### src/rtl/alu_pkg.sv
// alu_pkg: shared constants and types for the pipelined 74181-style ALU.
//   MODE_ARITH / MODE_LOGIC : values of the mode bit
//   S_*                      : function-select codes (arithmetic and logic
//                              tables reuse the same 4-bit space)
//   op_ctl_t                 : control fields captured with each operation
package alu_pkg;

  localparam logic MODE_ARITH = 1'b0;
  localparam logic MODE_LOGIC = 1'b1;

  // Arithmetic functions (M=0); result = F + cin
  localparam logic [3:0] S_TFR       = 4'b0000; // A
  localparam logic [3:0] S_TFR_OR    = 4'b0001; // A|B
  localparam logic [3:0] S_TFR_ORN   = 4'b0010; // A|~B
  localparam logic [3:0] S_MINUS1    = 4'b0011; // -1
  localparam logic [3:0] S_A_PL_ANB  = 4'b0100; // A+(A&~B)
  localparam logic [3:0] S_OR_PL_ANB = 4'b0101; // (A|B)+(A&~B)
  localparam logic [3:0] S_SUBM1     = 4'b0110; // A-B-1
  localparam logic [3:0] S_ANB_M1    = 4'b0111; // (A&~B)-1
  localparam logic [3:0] S_A_PL_AB   = 4'b1000; // A+(A&B)
  localparam logic [3:0] S_ADD       = 4'b1001; // A+B
  localparam logic [3:0] S_ORN_PL_AB = 4'b1010; // (A|~B)+(A&B)
  localparam logic [3:0] S_AB_M1     = 4'b1011; // (A&B)-1
  localparam logic [3:0] S_DBL       = 4'b1100; // A+A
  localparam logic [3:0] S_OR_PL_A   = 4'b1101; // (A|B)+A
  localparam logic [3:0] S_ORN_PL_A  = 4'b1110; // (A|~B)+A
  localparam logic [3:0] S_DEC       = 4'b1111; // A-1

  // Logic functions (M=1)
  localparam logic [3:0] S_NOT_A     = 4'b0000;
  localparam logic [3:0] S_NOR       = 4'b0001;
  localparam logic [3:0] S_NA_AND_B  = 4'b0010;
  localparam logic [3:0] S_ZERO      = 4'b0011;
  localparam logic [3:0] S_NAND      = 4'b0100;
  localparam logic [3:0] S_NOT_B     = 4'b0101;
  localparam logic [3:0] S_XOR       = 4'b0110;
  localparam logic [3:0] S_A_AND_NB  = 4'b0111;
  localparam logic [3:0] S_NA_OR_B   = 4'b1000;
  localparam logic [3:0] S_XNOR      = 4'b1001;
  localparam logic [3:0] S_PASS_B    = 4'b1010;
  localparam logic [3:0] S_AND       = 4'b1011;
  localparam logic [3:0] S_ONES      = 4'b1100;
  localparam logic [3:0] S_A_OR_NB   = 4'b1101;
  localparam logic [3:0] S_OR        = 4'b1110;
  localparam logic [3:0] S_PASS_A    = 4'b1111;

  typedef struct packed {
    logic       mode;
    logic [3:0] select;
    logic       carry_in;
    logic       chain;
  } op_ctl_t;

endpackage

### src/rtl/alu_core.sv
// alu_core: combinational 74181-style function unit.
//   mode, sel, cin, a, b -> result, carry (bit WIDTH of the sum), ovf
//   Arithmetic: result = x + y + cin at WIDTH+1 bits, each term zero-extended.
//   Logic: bitwise table; carry and ovf forced to 0.
module alu_core
  import alu_pkg::*;
#(
  parameter int WIDTH = 16
) (
  input  logic             mode,
  input  logic [3:0]       sel,
  input  logic             cin,
  input  logic [WIDTH-1:0] a,
  input  logic [WIDTH-1:0] b,
  output logic [WIDTH-1:0] result,
  output logic             carry,
  output logic             ovf
);

  logic [WIDTH-1:0] nb, ones, x, y, lres;
  logic [WIDTH:0]   sum;
  logic             c_msb;

  assign nb   = ~b;
  assign ones = '1;

  // Every arithmetic function is a sum of at most two terms; "X-1" is X + all-ones.
  always_comb begin
    x = a;
    y = '0;
    case (sel)
      S_TFR:       begin x = a;      y = '0;     end
      S_TFR_OR:    begin x = a | b;  y = '0;     end
      S_TFR_ORN:   begin x = a | nb; y = '0;     end
      S_MINUS1:    begin x = ones;   y = '0;     end
      S_A_PL_ANB:  begin x = a;      y = a & nb; end
      S_OR_PL_ANB: begin x = a | b;  y = a & nb; end
      S_SUBM1:     begin x = a;      y = nb;     end
      S_ANB_M1:    begin x = a & nb; y = ones;   end
      S_A_PL_AB:   begin x = a;      y = a & b;  end
      S_ADD:       begin x = a;      y = b;      end
      S_ORN_PL_AB: begin x = a | nb; y = a & b;  end
      S_AB_M1:     begin x = a & b;  y = ones;   end
      S_DBL:       begin x = a;      y = a;      end
      S_OR_PL_A:   begin x = a | b;  y = a;      end
      S_ORN_PL_A:  begin x = a | nb; y = a;      end
      S_DEC:       begin x = a;      y = ones;   end
      default:     begin x = a;      y = '0;     end
    endcase
  end

  always_comb begin
    lres = '0;
    case (sel)
      S_NOT_A:    lres = ~a;
      S_NOR:      lres = ~(a | b);
      S_NA_AND_B: lres = ~a & b;
      S_ZERO:     lres = '0;
      S_NAND:     lres = ~(a & b);
      S_NOT_B:    lres = nb;
      S_XOR:      lres = a ^ b;
      S_A_AND_NB: lres = a & nb;
      S_NA_OR_B:  lres = ~a | b;
      S_XNOR:     lres = ~(a ^ b);
      S_PASS_B:   lres = b;
      S_AND:      lres = a & b;
      S_ONES:     lres = ones;
      S_A_OR_NB:  lres = a | nb;
      S_OR:       lres = a | b;
      S_PASS_A:   lres = a;
      default:    lres = '0;
    endcase
  end

  assign sum   = {1'b0, x} + {1'b0, y} + {{WIDTH{1'b0}}, cin};
  // Carry into the MSB recovered from the MSB sum bit and its two addend bits.
  assign c_msb = sum[WIDTH-1] ^ x[WIDTH-1] ^ y[WIDTH-1];

  assign result = (mode == MODE_LOGIC) ? lres : sum[WIDTH-1:0];
  assign carry  = (mode == MODE_LOGIC) ? 1'b0 : sum[WIDTH];
  assign ovf    = (mode == MODE_LOGIC) ? 1'b0 : (c_msb ^ sum[WIDTH]);

endmodule

### src/rtl/alu_pipe.sv
// alu_pipe: two-stage valid/ready pipelined ALU with sticky chain carry.
//   clk, rst_n        : clock, async active-low reset
//   i_flush           : drop both stages and clear the chain carry
//   i_valid/i_ready   : operation handshake; i_mode, i_select, i_carry_in,
//                       i_chain, i_a, i_b, i_tag describe the operation
//   o_valid/o_ready   : result handshake; o_result, o_carry, o_compare,
//                       o_zero, o_neg, o_ovf, o_tag describe the result
// S1 holds the captured operation; the function is evaluated as S1 moves into
// S2 (the output register), so the chain carry is always that of the most
// recent arithmetic op already in S2 -- no bypass is needed back-to-back.
module alu_pipe
  import alu_pkg::*;
#(
  parameter int WIDTH = 16,
  parameter int TAG_W = 4
) (
  input  logic             clk,
  input  logic             rst_n,
  input  logic             i_flush,
  input  logic             i_valid,
  output logic             i_ready,
  input  logic             i_mode,
  input  logic [3:0]       i_select,
  input  logic             i_carry_in,
  input  logic             i_chain,
  input  logic [WIDTH-1:0] i_a,
  input  logic [WIDTH-1:0] i_b,
  input  logic [TAG_W-1:0] i_tag,
  output logic             o_valid,
  input  logic             o_ready,
  output logic [WIDTH-1:0] o_result,
  output logic             o_carry,
  output logic             o_compare,
  output logic             o_zero,
  output logic             o_neg,
  output logic             o_ovf,
  output logic [TAG_W-1:0] o_tag
);

  localparam int STAGES = 2;

  logic [STAGES:1]  vld_pipe;  // [1] = S1 occupied, [2] = S2 occupied
  logic             adv1, adv2, accept;
  op_ctl_t          s1_ctl;
  logic [WIDTH-1:0] s1_a, s1_b;
  logic [TAG_W-1:0] s1_tag;
  logic             carry_reg, cin;
  logic [WIDTH-1:0] c_result;
  logic             c_carry, c_ovf;

  assign adv2    = !vld_pipe[2] | o_ready;
  assign adv1    = !vld_pipe[1] | adv2;
  assign i_ready = adv1 & !i_flush & rst_n;
  assign accept  = i_valid & i_ready;
  assign o_valid = vld_pipe[2];
  assign cin     = s1_ctl.chain ? carry_reg : s1_ctl.carry_in;

  alu_core #(.WIDTH(WIDTH)) u_core (
    .mode   (s1_ctl.mode),
    .sel    (s1_ctl.select),
    .cin    (cin),
    .a      (s1_a),
    .b      (s1_b),
    .result (c_result),
    .carry  (c_carry),
    .ovf    (c_ovf)
  );

  always_ff @(posedge clk or negedge rst_n) begin
    if (!rst_n) begin
      vld_pipe  <= '0;
      s1_ctl    <= '0;
      s1_a      <= '0;
      s1_b      <= '0;
      s1_tag    <= '0;
      carry_reg <= 1'b0;
      o_result  <= '0;
      o_carry   <= 1'b0;
      o_compare <= 1'b0;
      o_zero    <= 1'b0;
      o_neg     <= 1'b0;
      o_ovf     <= 1'b0;
      o_tag     <= '0;
    end else if (i_flush) begin
      vld_pipe  <= '0;
      carry_reg <= 1'b0;
    end else begin
      if (adv1) begin
        vld_pipe[1] <= accept;
        if (accept) begin
          s1_ctl <= '{mode: i_mode, select: i_select, carry_in: i_carry_in, chain: i_chain};
          s1_a   <= i_a;
          s1_b   <= i_b;
          s1_tag <= i_tag;
        end
      end
      if (adv2) begin
        vld_pipe[2] <= vld_pipe[1];
        if (vld_pipe[1]) begin
          o_result  <= c_result;
          o_carry   <= c_carry;
          o_ovf     <= c_ovf;
          o_compare <= (s1_a == s1_b);
          o_zero    <= (c_result == '0);
          o_neg     <= c_result[WIDTH-1];
          o_tag     <= s1_tag;
          if (s1_ctl.mode == MODE_ARITH) carry_reg <= c_carry;
        end
      end
    end
  end

endmodule

### config.mk
export PLATFORM = sky130hd
export DESIGN_NAME = alu_pipe
export DESIGN_NICKNAME = d
export VERILOG_FILES = /design/src/rtl/alu_pkg.sv /design/src/rtl/alu_core.sv /design/src/rtl/alu_pipe.sv
export SDC_FILE = /design/constraint.sdc
export NUM_CORES = 1
export LEC_CHECK = 0
export BUFFER_PORTS_ARGS = -buffer_cell sky130_fd_sc_hd__clkbuf_2
export CORE_MARGIN = 1.5
export CORE_UTILIZATION = 30
export CTS_BUF_LIST = sky130_fd_sc_hd__clkbuf_16
export CTS_CLUSTER_DIAMETER = 60
export CTS_CLUSTER_SIZE = 14
export DETAILED_ROUTE_END_ITERATION = 12
export MAX_ROUTING_LAYER = met4
export PLACE_DENSITY = 0.42
export SYNTH_ARGS = -nofsm -noshare
export SYNTH_HDL_FRONTEND = slang
export SYNTH_SLANG_ARGS = --single-unit
### constraint.sdc
create_clock -name clk -period 5.9 [get_ports clk]
set_input_delay 0.885 -clock clk [delete_from_list [all_inputs] [get_ports clk]]
set_output_delay 0.885 -clock clk [all_outputs]
set_load 0.1 [all_outputs]
==> results of run 1 <==
area by class of cell:
type	instances	area, µm²	area share, %
diodes	1	2.50	0.0287
clock buffers	9	225	2.58
clock inverters	7	62.6	0.716
inverters	53	199	2.28
multi-input cells	775	5380	61.6
flip-flops and latches	70	1760	20.1
well taps	330	413	4.73
repair buffers	117	696	7.97
cell usage in the layout (no fill, tap or decap), types with 7 or more instances in the layout:
cell type | Yosys | routed
a211oi_1 | 16 | 16
a21o_1 | 7 | 7
a21oi_1 | 78 | 78
a221oi_1 | 7 | 7
a22oi_1 | 39 | 39
a31oi_1 | 12 | 12
buf_4 | 5 | 44
clkbuf_16 | 0 | 9
clkbuf_2 | 0 | 73
dfrtp_1 | 70 | 66
ha_1 | 79 | 79
inv_1 | 51 | 51
mux2_2 | 49 | 49
mux2i_1 | 17 | 17
nand2_1 | 117 | 116
nand2b_1 | 18 | 18
nand3_1 | 36 | 36
nor2_1 | 49 | 49
nor2b_1 | 14 | 14
nor3_1 | 13 | 13
nor4_1 | 8 | 8
o211ai_1 | 12 | 12
o21ai_0 | 74 | 74
o22ai_1 | 18 | 18
o31ai_1 | 9 | 9
xnor2_1 | 7 | 7
kinds of logic after synthesis:
logic type      after synthesis
compound gates              335
xor+xnor                     12
fa+ha+maj                    81
buf+inv                     120
flops                        70
mux                          66
simple gates                281
worst max-delay path, stage by stage (launching register included):
cell and delay [ps]:
dfrtp_2 820, nand2b_1 490, nand3_1 510, a21oi_1 260, a2111oi_0 130, fa_1 520
fa_1 480, nand2b_1 210, a21oi_1 240, o211ai_1 120, o211ai_1 150, xor2_1 130
a221oi_1 300, nand4_1 190, or4_1 520, o31ai_2 180
power by group through the flow:
stage / Combinational [mW] / Clock (mW) / Sequential, mW
2_1_floorplan: 1.70 / 0 / 1.21
3_3_place_gp: 2.95 / 0 / 0.804
3_5_place_dp: 2.92 / 0 / 0.804
4_1_cts: 2.94 / 0.598 / 0.794
5_1_grt: 3.20 / 0.608 / 0.817
6_report: 2.97 / 0.575 / 0.795
stage by stage:
step,setup slack [ps],instance area [µm²],utilization (%),std cells,hold WS [ps]
floorplan,1490,7650,-,965,433
global placement,836,8440,33.6,1345,442
detailed placement,767,8440,33.6,1345,449
CTS,733,8730,34.8,1361,465
global route,230,8730,34.8,1361,503
finish,576,8730,34.8,1362,462
path summary, 6_finish.rpt:
check,startpoint,cells after the start,slack [ps],to
worst max-delay path,s1_ctl[5],15,580,o_zero
worst min-delay path,s1_tag[1],2,460,o_tag[1]
worst max register to register,s1_ctl[5],15,580,o_zero
worst min register to register,s1_tag[1],2,460,o_tag[1]
max in group asynchronous,rst_n,2,4500,o_tag[3]
min in group asynchronous,rst_n,1,500,s1_b[8]
metal layers:
metal  vias up  global-route usage, %  wire length [µm]
li1       3681                      -                 -
met3        67                   3.49              1890
met2       328                   39.6             14700
met5         -                      -                 0
met4         0                   11.1              1330
met1      3805                   32.7             14200
==> run_results.csv, run 1 <==
group,metric,value,unit
global_route,overflow,0,
floorplan,start_util,30.5,%
timing,finalCriticalPeriod,5320,ps
clock_tree,cts_inserted_buffers,9,
synth,synth-adder-area-share,13.4,%
clock_tree,post-cts-setup-buffers,0,
clock_tree,cts_resized,0,
routing,post_drt_via_cell_ratio,5.79,
cells_and_area,num-nets-final,1155,
synth,syn_avg_cell_area,7.92,µm²
pwr,internal_power,1.86,mW
synth,synth_edf_count,0,
setup_path,cp.arrival,5600,ps
pwr,irDropWorstVdd,0.255,mV
outcome,status,"finished clean",
floorplan,rows,58,
timing,fmax,0.188,GHz
synth,synth_top_area_share,22.9,%
synth,synth_nets,1094,
synth,synth_top_family_by_area,"compound AO/OA/AOI/OAI gates",
timing,hold_violations,0,
synth,synth.cell_area,7650,µm²
synth,synthXorXnorAreaFrac,1.37,%
floorplan,die_x,163,µm
routing,drt_iter0_markers,807,
cells_and_area,fillers,2769,
clock_tree,cts_sinks,70,
floorplan,io_pins,75,
timing,slew_headroom,41.6,%
synth,synth_area_leaders,"dfrtp_1 (23%), ha_1 (13%), mux2_2 (7.2%), nand2_1 (5.7%), a21oi_1 (5.1%)",
timing,worst_pin_slew,875,ps
synth,synthArstFlopShare,100,%
setup_path,crit_required,6170,ps
setup_path,cp-start-kind,"flop",
routing,route.vias.total,7881,
clock_tree,cts_tree,"done",
place,dp_hpwl,23600,µm
timing,rsz0062_at_grt,"no",
job,cap_violations,0,
synth,yosys.area_share.simple,17.0,%
place,numPortBuffers,74,
timing,setup_viol,0,
setup_path,critPathKind,"flop to flop",
clock_tree,clk_latency,360,ps
timing,fin_tns_setup,0,ps
synth,synth_flop_cell,"dfrtp_1",
synth,yosysWarnings,0,
global_route,grt_max_degree,45,
timing,finalMaxSlewViolations,0,
global_route,antenna_found_initial,0,
global_route,grt.total_usage,25.4,%
pwr,seq_power_share,18.3,%
timing,period_share,90.2,%
pwr,leakage,3.86,nW
setup_path,worstPathMaxFanout,33,
pwr,p_per_area,497,nW/µm²
pwr,power_switching,2.48,mW
floorplan,die_area,26500,µm²
routing,drcViolationCount,0,
pwr,total_power,4.34,mW
synth,synth_top_area_cell,"dfrtp_1",
pwr,comb_power_share,68.5,%
clock_tree,root_buffer,"clkbuf_16",
routing,wire_per_inst,23.6,µm
synth,yosysMostFrequentCell,"nand2_1",
floorplan,die_h,163,µm
cells_and_area,top_regs,"o_result x16, s1_a x16, s1_b x16",
pwr,switching_share,57.1,%
floorplan,core,25100,µm²
synth,synth_mux_area_share,9.44,%
routing,ant_nets,0,
synth,netlist_instances,965,
clock_tree,clk_pin_slew,70,ps
global_route,grt_pass1_wl,48700,µm
synth,synth-compound-area-share,29.1,%
routing,postRouteWirelength,32100,µm
clock_tree,htreeDepth,3,
hold_path,hold_class,"flop to flop",
timing,skew,7.66,ps
global_route,grt_pass1_vias,7731,
cells_and_area,drive_above_1_share,19.2,%
routing,dr.pass1.iters,5,
clock_tree,cts_hold_buf,0,
synth,synthTopCellsByCount,"nand2_1 (117), ha_1 (79), a21oi_1 (78), o21ai_0 (74), dfrtp_1 (70)",
place,gp_congestion,0.951,
synth,ys_seq_area_share,22.9,%
setup_path,endpoint_kind,"flop",
pwr,pwr-share-clk,13.2,%
synth,ys_seq_elements,70,
cells_and_area,synthToLayoutAreaGrowth,14.2,%
synth,ys_types,69,
clock_tree,clock_path_buffers,2,
Note: power is estimated with default switching activity, not from simulation.
==> run 2: changes to the inputs <==
==> constraint.sdc (replaced) <==
create_clock -name clk -period 6.3 [get_ports clk]
set_input_delay 0.945 -clock clk [delete_from_list [all_inputs] [get_ports clk]]
set_output_delay 0.945 -clock clk [all_outputs]
set_load 0.1 [all_outputs]
==> run_results.csv, run 2 (same netlist as run 1, synthesis figures left out) <==
group,metric,value,unit
pwr,p_per_area,467,nW/µm²
clock_tree,htreeDepth,3,
cells_and_area,layout.cells.non_filler,1355,
global_route,overflow,0,
pwr,leakage,3.83,nW
timing,whs,462,ps
cells_and_area,antenna_cells,0,
clock_tree,root_buffer,"clkbuf_16",
timing,fmax,0.187,GHz
cells_and_area,final_common_cell,"nand2_1",
place,dp_slack,1050,ps
global_route,grt_pass1_vias,7585,
floorplan,io_pins,75,
clock_tree,clk_pin_slew,80,ps
clock_tree,cts_tree,"done",
setup_path,cp.arrival,5620,ps
floorplan,die_h,163,µm
global_route,grt_pass1_wl,49000,µm
setup_path,crit_path_start,"s1_ctl[5]",
timing,layout_setup_ws,961,ps
global_route,grt_max_degree,49,
timing,skew,20.5,ps
routing,drt_iter0_markers,927,
place,numPortBuffers,74,
cells_and_area,top_regs,"o_result x16, s1_a x16, s1_b x16",
clock_tree,cts_resized,0,
routing,wl_met2,14700,µm
floorplan,rows,58,
timing,finalMaxSlewViolations,0,
floorplan,start_util,30.5,%
timing,hold_violations,0,
global_route,grt.total_usage,25.5,%
cells_and_area,final_area,8690,µm²
hold_path,hold_class,"flop to flop",
timing,period_share,84.7,%
routing,postRouteWirelength,32200,µm
setup_path,critPathKind,"flop to flop",
setup_path,crit_required,6580,ps
outcome,status,"finished clean",
setup_path,reg2reg_from,"s1_ctl[5]",
clock_tree,clock_path_buffers,2,
routing,top_layer,"met4",
place,dp_hpwl,23800,µm
timing,fin_tns_setup,0,ps
cells_and_area,synthToLayoutAreaGrowth,13.6,%
global_route,antenna_found_initial,0,
timing,slew_headroom,29.1,%
routing,drcViolationCount,0,
place,dp.cells,1339,
hold_path,min-delay-start,"s1_tag[1]",
clock_tree,post-cts-setup-buffers,0,
setup_path,worstPathMaxFanout,34,
clock_tree,cts_hold_buf,0,
job,cap_violations,0,
routing,wl_met1,14100,µm
setup_path,worstPathCellList,"buf_4 > nand2_1 > nand3_1 > a21oi_1 > a2111oi_0 > fa_1 > nor2b_1 > o31a_1 > o21ai_2 > a31oi_1 > o21ai_0 > a211oi_1 > nand3b_1 > or4_1 > o31ai_2",
floorplan,die_area,26500,µm²
floorplan,core,25100,µm²
floorplan,die_x,163,µm
clock_tree,clk_latency,370,ps
cells_and_area,drive_above_1_share,18.7,%
routing,ant_nets,0,
routing,route.vias.total,7826,
cells_and_area,num-nets-final,1149,
setup_path,cpPeakStageDelay,800,ps
setup_path,crit_slowest_cell,"dfrtp_2",
clock_tree,cts_sinks,70,
routing,wire_per_inst,23.8,µm
timing,rsz0062_at_grt,"no",
timing,setup_viol,0,
setup_path,cp-start-kind,"flop",
place,gp_congestion,0.979,
routing,dr.pass1.iters,6,
pwr,irDropWorstVdd,0.240,mV
clock_tree,cts_inserted_buffers,9,
routing,post_drt_via_cell_ratio,5.78,
setup_path,endpoint_kind,"flop",
place,place_area,8400,µm²
timing,finalCriticalPeriod,5340,ps
routing,wl_met3,2010,µm
cells_and_area,final_cell_mix,"nand2_1 (116), ha_1 (79), a21oi_1 (78)",
timing,worst_pin_slew,1060,ps
run 2: cell types whose count changed in the layout (fill, tap and decap cells not counted), sizes merged:
cell / previous run / this run
buf: 44 / 38
clkinvlp: 3 / 2
diode: 1 / 0
inv: 55 / 56
run 2: layout make-up:
cell class	instances	area [µm²]
clock buffers	9	225
clock inverters	7	63.8
fillers	2720	16400
inverters	53	199
multi-input cells	775	5380
flip-flops and latches	70	1760
well taps	330	413
repair buffers	111	651
run 2: path summary, 6_finish.rpt:
path	endpoint	slack [ps]	depth (start not counted)
max in group asynchronous	s1_b[8]	4810	2
min reg2reg	o_tag[1]	460	2
min	o_tag[1]	460	2
min in group asynchronous	s1_a[6]	490	1
max	o_zero	960	15
max reg2reg	o_zero	960	15
run 2: per-stage QoR:
step	total power, mW	utilization (%)
final	4.06	34.6
after global routing	4.33	34.6
after CTS	4.05	34.6
after detailed placement	3.49	33.4
after global placement	3.51	33.4
after floorplan	2.73	-
run 2: where the power goes:
group          switching (mW)  internal, mW
Combinational            1.87         0.892
Sequential              0.186         0.565
Clock                   0.266         0.278
run 2: worst max-delay path, delay by kind of cell (launching register included):
| family | cells | cell delay (ps) |
|---|---|---|
| flops | 1 | 800 |
| compound gates | 8 | 2120 |
| buf+inv | 1 | 320 |
| simple gates | 5 | 1640 |
| fa+ha+maj | 1 | 350 |
run 2: layer usage:
layer  up-vias  global-route usage, %
met1      3774                   33.2
met3        62                   3.64
met2       323                   39.5
li1       3667                      -
met4         0                   10.8
met5         -                      -
